===== src/rtl/fifo_wr_arbiter.sv =====
// Round-robin arbiter sharing one FIFO write port among NUM_REQ producers.
// Each word is issued, confirmed via wr_ack, and retried on overflow up to MAX_RETRY times.
module fifo_wr_arbiter #(
  parameter int unsigned NUM_REQ    = 4,
  parameter int unsigned FIFO_WIDTH = 16,
  parameter int unsigned MAX_RETRY  = 3,
  parameter bit          USE_AF     = 1'b0
) (
  input  logic                          clk,
  input  logic                          rst_n,
  input  logic [NUM_REQ-1:0]            req,
  input  logic [NUM_REQ*FIFO_WIDTH-1:0] req_data,
  output logic [NUM_REQ-1:0]            gnt,
  output logic [NUM_REQ-1:0]            drop,
  output logic                          wr_en,
  output logic [FIFO_WIDTH-1:0]         data_in,
  input  logic                          full,
  input  logic                          almostfull,
  input  logic                          wr_ack,
  input  logic                          overflow
);

  localparam int unsigned IDX_W   = (NUM_REQ > 1) ? $clog2(NUM_REQ) : 1;
  localparam int unsigned RETRY_W = $clog2(MAX_RETRY + 1);

  typedef enum logic [1:0] {IDLE, ISSUE, WAIT_ACK, BACKOFF} state_t;

  state_t               state;
  logic [IDX_W-1:0]     rr_ptr;
  logic [IDX_W-1:0]     idx;
  logic [RETRY_W-1:0]   retry_cnt;

  logic [IDX_W-1:0]      win_idx_c;
  logic                  win_vld_c;
  logic [FIFO_WIDTH-1:0] win_data_c;
  logic                  can_issue_c;
  logic [IDX_W-1:0]      next_ptr_c;

  // First requester at or after rr_ptr, wrapping modulo NUM_REQ.
  always_comb begin
    int unsigned      cand;
    logic [IDX_W-1:0] cand_idx;
    win_idx_c = '0;
    win_vld_c = 1'b0;
    cand      = 0;
    cand_idx  = '0;
    for (int unsigned off = 0; off < NUM_REQ; off++) begin
      cand     = (32'(rr_ptr) + off) % NUM_REQ;
      cand_idx = IDX_W'(cand);
      if (!win_vld_c && req[cand_idx]) begin
        win_vld_c = 1'b1;
        win_idx_c = cand_idx;
      end
    end
  end

  assign win_data_c  = req_data[32'(win_idx_c)*FIFO_WIDTH +: FIFO_WIDTH];
  assign can_issue_c = win_vld_c && !full && !(USE_AF && almostfull);
  assign next_ptr_c  = (32'(idx) == NUM_REQ - 1) ? '0 : idx + IDX_W'(1);

  always_ff @(posedge clk or negedge rst_n) begin
    if (!rst_n) begin
      state     <= IDLE;
      rr_ptr    <= '0;
      idx       <= '0;
      retry_cnt <= '0;
      gnt       <= '0;
      drop      <= '0;
      wr_en     <= 1'b0;
      data_in   <= '0;
    end else begin
      gnt   <= '0;
      drop  <= '0;
      wr_en <= 1'b0;
      case (state)
        IDLE: begin
          if (can_issue_c) begin
            idx       <= win_idx_c;
            data_in   <= win_data_c;
            wr_en     <= 1'b1;
            retry_cnt <= '0;
            state     <= ISSUE;
          end
        end
        ISSUE: begin
          state <= WAIT_ACK;
        end
        WAIT_ACK: begin
          // A missing response is treated like an overflow so the word is never lost silently.
          if (wr_ack) begin
            gnt[idx] <= 1'b1;
            rr_ptr   <= next_ptr_c;
            state    <= IDLE;
          end else if (retry_cnt == RETRY_W'(MAX_RETRY)) begin
            drop[idx] <= 1'b1;
            rr_ptr    <= next_ptr_c;
            state     <= IDLE;
          end else begin
            retry_cnt <= retry_cnt + RETRY_W'(1);
            state     <= BACKOFF;
          end
        end
        BACKOFF: begin
          if (!full) begin
            wr_en <= 1'b1;
            state <= ISSUE;
          end
        end
        default: state <= IDLE;
      endcase
    end
  end

endmodule

===== config.mk =====
export PLATFORM = sky130hd
export DESIGN_NAME = fifo_wr_arbiter
export DESIGN_NICKNAME = d
export VERILOG_FILES = /design/src/rtl/fifo_wr_arbiter.sv
export SDC_FILE = /design/constraint.sdc
export NUM_CORES = 1
export LEC_CHECK = 0
export ABC_AREA = 0
export CORE_MARGIN = 4
export CORE_UTILIZATION = 37
export DETAILED_ROUTE_END_ITERATION = 8
export GPL_TIMING_DRIVEN = 1
export PLACE_DENSITY = 0.74
export SLEW_MARGIN = 5
export SYNTH_ARGS = -nofsm -noshare
export SYNTH_HDL_FRONTEND = slang
export SYNTH_SLANG_ARGS = --single-unit

===== constraint.sdc =====
create_clock -name clk -period 1.62 [get_ports clk]
set_input_delay 0.324 -clock clk [delete_from_list [all_inputs] [get_ports clk]]
set_output_delay 0.324 -clock clk [all_outputs]
set_load 0.02 [all_outputs]

==> flow_summary.yaml, run 1 <==
finish:
  postLayoutCoreUtil_pct: 69.2
  area_delta_synth_final_pct: 76.7
  drive_gt1_share_pct: 30.2
  final_nets: 383
  fin_area_um2: 3630
  n_antenna_cell: 0
sta:
  maxSlewViolCount: 0
  fin_worst_skew_ns: 0.00866
  period_minus_slack_ns: 1.82
  maxSlewHeadroom_pct: 71.5
  setup_viol: 16
  period_share_pct: 112
  whs_ns: 0.0574
  final.setup.worst_slack_ns: -0.199
  tightestPinTransition_ns: 0.427
  rsz0062_at_grt: "true"
  hold_violations: 0
  timing.fmax_mhz: 550
power:
  power.total_mw: 4.91
  p_clk_share_pct: 12.3
  peakVddDrop_v: 0.000749
  seq_power_share_pct: 26.6
  switching_share_pct: 38.4
  p_int_mw: 3.02
  p_leak_nw: 1.63
  power_switching_mw: 1.89
  powerDensity_nw_per_um2: 1350
  p_comb_share_pct: 61.0
setup_path:
  crit_start: "rr_ptr[1]"
  r2r-start: "rr_ptr[1]"
  crit_arrival_ns: 1.97
  critPathLaunchType: "flip-flop"
  critPathCaptureType: "flip-flop"
  crit_path_max_fanout: 7
  path_common_cell: "buf_12"
  critPathKind: "reg2reg"
  max_stage_delay_ns: 0.43
  cp_cell_sequence: "or3b_4 -> o221ai_4 -> buf_12 -> buf_12 -> mux2i_1 -> o221ai_2"
  slowest_stage: "dfrtp_1"
  required_ns: 1.77
synth:
  synth_nets: 256
  async_flop_share_pct: 100
  yosysWarnings: 0
  synth_top_area_cell: "dfrtp_1"
  synthTopCellsByArea: "dfrtp_1 40%, mux2i_1 16%, o221ai_2 12%, ha_1 5.5%, nand2_1 3.3%"
  yosysSeqAreaShare_pct: 40.2
  synthCells: 173
  synth_common_cells: "33 x dfrtp_1, 33 x mux2i_1, 18 x nand2_1"
  ys_types: 38
  synth_ff_type: "dfrtp_1"
  syn_avg_cell_area_um2: 11.9
  synth_top_area_share_pct: 40.2
  netlist_area_um2: 2050
  synth_edf_count: 0
  ys_seq_elements: 33
route:
  vias_per_cell: 5.05
  vias: 1875
  wl_um: 6140
  ant_nets: 0
  drc: 0
  drt-initial-drc-count: 71
  wl_per_cell_um: 16.6
  first_pass_iters: 4
floorplanning:
  core_um2: 5240
  dieArea_um2: 6800
  start_util_pct: 39.2
  ios: 99
  dieHeight_um: 82.5
  num_rows: 26
  die_x_um: 82.5
clocking:
  root_buffer: "clkbuf_8"
  cts_sinks: 33
  clkSlewWorstSetupHoldPaths_ns: 0.07
  cts_buffers: 5
  hold_buffers: 0
  cts_tree: "built"
  clk_latency_ns: 0.29
  cts_max_level: 2
  cts_max_path_buffers: 2
worst_hold_path:
  min_path_type: "in2async"
global_route:
  antenna_found_initial: 0
  grt_pass1_wl_um: 9160
  gr-total-overflow: 0
  grt_pass1_vias: 1931
  grt_usage_pct: 18.0
  grt_max_degree: 34
status:
  status: "finished, violations left"
  violations: "negative setup slack"
place:
  port_buffers: 96
  post-place-ws_ns: -0.540
  dpl.hpwl_um: 4540
  routabilityCongestion: 0.743
  placed_cell_area_um2: 3280
job:
  drv_cap: 0
==> cell type report <==
type	instances	area, um^2
multi-input cells	127	1310
well taps	70	87.6
fillers	396	1610
inverters	7	26.3
clock buffers	6	72.6
flip-flops and latches	33	826
clock inverters	2	10.0
repair buffers	126	1290
==> power groups by stage <==
stage | Clock, mW | Sequential (mW) | Combinational, mW
5_1_grt | 0.654 | 1.35 | 3.21
6_report | 0.605 | 1.31 | 2.99
3_3_place_gp | 0 | 1.32 | 2.55
3_5_place_dp | 0 | 1.32 | 2.61
4_1_cts | 0.625 | 1.31 | 2.94
2_1_floorplan | 0 | 1.54 | 1.29
==> per-stage QoR <==
| stage | std cells | TNS (ns) |
|---|---|---|
| finish | 371 | -1.70 |
| global route | 371 | -2.62 |
| CTS | 373 | -1.57 |
| detailed placement | 359 | -10.98 |
| global placement | 359 | -10.30 |
| floorplan | 173 | 0 |
==> final timing paths <==
path,slack (ns),endpoint,depth (start not counted)
hold reg to reg,0.49,data_in[10],2
max in group asynchronous,1.25,data_in[10],2
hold / removal,0.06,data_in[1],2
setup / recovery,-0.20,data_in[14],6
min in group clk,0.49,data_in[10],2
setup reg to reg,-0.20,data_in[14],6
==> registers in the layout (all words and copies together), names as in the netlist <==
signal / count
idx: 2
state: 2
retry_cnt: 2
wr_en: 1
data_in: 16
rr_ptr: 2
gnt: 4
drop: 4
==> cells by family after synthesis <==
family,Yosys count,share of synthesized area (%)
buf+inv,13,4.70
fa+ha+maj,9,5.49
compound gates,40,20.5
mux,34,16.6
simple gates,44,12.4
flops,33,40.2
==> what timing repair did <==
action / 4_1_cts / 5_1_grt
gates resized for setup: 21 / 36
endpoints found under the hold margin: 0 / 0
pin swaps: 6 / 6
cloned: 2 / 0
endpoints found under the setup margin: 23 / 29
buffers inserted: 4 / 0
==> per-layer routing <==
| layer | share of wire [%] | GRT usage, % |
|---|---|---|
| met2 | 52 | 30.8 |
| met3 | 6.2 | 4.56 |
| met5 | 0 | 0 |
| met4 | 0.91 | 5.48 |
| met1 | 41 | 22.3 |
==> cells in the final DEF (no fill, tap or decap), drive strengths merged <==
master,n
a211o,1
a21boi,1
a21o,1
a21oi,3
a221o,1
a311oi,1
a31oi,1
and2,5
and3,5
buf,31
clkbuf,6
clkdlybuf4s15,1
clkdlybuf4s50,82
clkinv,2
dfrtp,33
dlygate4sd2,3
dlymetal6s2s,9
ha,9
inv,7
mux2,1
mux2i,33
nand2,19
nand2b,1
nand3,1
nor2,2
nor2b,5
nor3b,2
nor4,1
o211ai,1
o21a,1
o21ai,9
o21bai,1
o221ai,17
o2bb2ai,1
o31ai,1
or3,1
or3b,1
or4,1
==> worst max-delay path: cells and delay by family, from the launching register on <==
family          cells  cell delay [ns]
flops               1             0.43
simple gates        1             0.43
buf+inv             2             0.32
mux                 1             0.28
compound gates      2             0.21
No activity file was read; power rests on OpenSTA's default activity.
==> run 2, diff against run 1 <==
Settings changed: CORE_UTILIZATION 37 to 41, PLACE_DENSITY 0.74 to 0.78.
Clock period 1.62 ns to 2 ns, I/O delays scaled along.
==> flow_summary.yaml, run 2 (same netlist as run 1, synthesis figures left out) <==
job:
  drv_cap: 0
clocking:
  cts_buffers: 5
  clkSlewWorstSetupHoldPaths_ns: 0.07
  root_buffer: "clkbuf_8"
  hold_buffers: 0
  cts_sinks: 33
  clk_latency_ns: 0.28
  cts_tree: "built"
  cts_max_level: 2
  cts_max_path_buffers: 2
place:
  routabilityCongestion: 0.774
  placed_cells: 350
  port_buffers: 96
  dpl.hpwl_um: 4270
  post-place-ws_ns: -0.258
floorplanning:
  dieArea_um2: 6200
  dieHeight_um: 78.7
  start_util_pct: 42.9
  ios: 99
  die_x_um: 78.7
  num_rows: 25
  core_um2: 4790
sta:
  final.setup.worst_slack_ns: 0.0611
  fin_worst_skew_ns: 0.00688
  period_minus_slack_ns: 1.94
  maxSlewViolCount: 0
  timing.fmax_mhz: 516
  hold_violations: 0
  rsz0062_at_grt: "true"
  setup_viol: 0
  maxSlewHeadroom_pct: 72.0
  tightestPinTransition_ns: 0.416
  whs_ns: 0.489
  period_share_pct: 96.9
  fin_setup_tns_ns: 0
route:
  wl_per_cell_um: 15.0
  vias_per_cell: 4.95
  drc: 0
  first_pass_iters: 4
  wl_um: 5380
  ant_nets: 0
  drt-initial-drc-count: 97
  vias: 1771
finish:
  n_antenna_cell: 0
  reg_top3: "data_in x16, drop x4, gnt x4"
  finalNonFillerCells: 358
  most-common-layout-cells: "96 x clkdlybuf4s50_1, 33 x dfrtp_1, 31 x mux2i_1"
  final_nets: 373
  fillers: 361
  top_register: "data_in"
  final_common_cell: "clkdlybuf4s50_1"
  drive_gt1_share_pct: 18.2
  largest_register_ffs: 16
  area_delta_synth_final_pct: 63.2
setup_path:
  required_ns: 2.16
  slowest_stage: "clkdlybuf4s50_1"
  cp_cell_sequence: "clkdlybuf4s50_1 -> or3b_1 -> o221ai_4 -> buf_12 -> mux2i_1 -> o221ai_2"
  crit_path_max_fanout: 19
  crit_arrival_ns: 2.10
  worst-path-buf-inv: 2
  critPathKind: "in2reg"
  critPathLaunchType: "input port"
  critPathCaptureType: "flip-flop"
  path_delay_family: "buffers and inverters"
  max_stage_delay_ns: 0.54
status:
  status: "finished clean"
power:
  p_leak_nw: 1.50
  powerDensity_nw_per_um2: 1090
  peakVddDrop_v: 0.000662
global_route:
  gr-total-overflow: 0
  grt_usage_pct: 18.0
  grt_max_degree: 34
  grt_pass1_wl_um: 8740
  antenna_found_initial: 0
  grt_pass1_vias: 1859
worst_hold_path:
  min_path_type: "reg2reg"
## run 2: changes by cell type in the layout (fill, tap and decap cells not counted), moves of 2 or more
cell and change:
buf_4 -6, clkbuf_8 +2, mux2i_4 -6, dlygate4sd2_1 -3, buf_12 -3, clkdlybuf4s50_1 +14
mux2i_1 +23, mux2i_2 -17, dlymetal6s2s_1 -9
## run 2: layout make-up
type	instances	area (um^2)	area share (%)
Timing Repair Buffer	116	1160	34.8
Multi-Input combinational cell	127	1150	34.2
Sequential cell	33	826	24.7
Clock buffer	7	96.3	2.88
Tap cell	67	83.8	2.50
Inverter	7	26.3	0.785
Clock inverter	1	5.00	0.149
## run 2: final timing paths
path	endpoint	slack (ns)	start	depth (start not counted)
min reg2reg	data_in[15]	0.49	data_in[15]	2
max	data_in[12]	0.06	req[2]	6
min in group asynchronous	retry_cnt[1]	0.52	rst_n	2
max in group asynchronous	gnt[0]	1.17	rst_n	2
min	data_in[15]	0.49	data_in[15]	2
max reg2reg	data_in[0]	0.22	state[1]	8
## run 2: per-stage QoR
step / instance area, um^2 / util (%) / total power, mW
after global placement: 3230 / 67.4 / 3.07
after global routing: 3350 / 70.0 / 3.92
after CTS: 3330 / 69.5 / 3.68
final: 3350 / 70.0 / 3.65
after detailed placement: 3230 / 67.4 / 3.11
after floorplan: 2050 / - / 2.28
## run 2: routing by layer
layer  GRT usage (%)  vias to the layer above  part of all wire, %
li1                -                      885                    -
met1            22.8                      828                   41
met2            29.6                       48                   52
met3            3.85                       10                  4.8
met4            7.69                        0                  2.4
met5               0                        -                    0
## run 2: timing repair
item / in CTS / in global routing
resized for setup: 0 / 4
setup buffers: 0 / 0
setup endpoints to repair: 0 / 4
## run 2: tightest hold or removal path, stage by stage, from the launching register on
cell and delay, ns:
dfrtp_1 0.34, nand2_1 0.06, o221ai_2 0.05
## run 2: power by group
part	switching [mW]	total, mW	internal, mW
clock network	0.236	0.546	0.311
registers	0.165	1.06	0.900
logic	0.977	2.04	1.06
==> run 3, diff against run 2 <==
Settings changed: HOLD_SLACK_MARGIN from default to 0.06.
==> results of run 3 <==
Same layout as run 2: the final DEF is identical, and so are final timing and power.
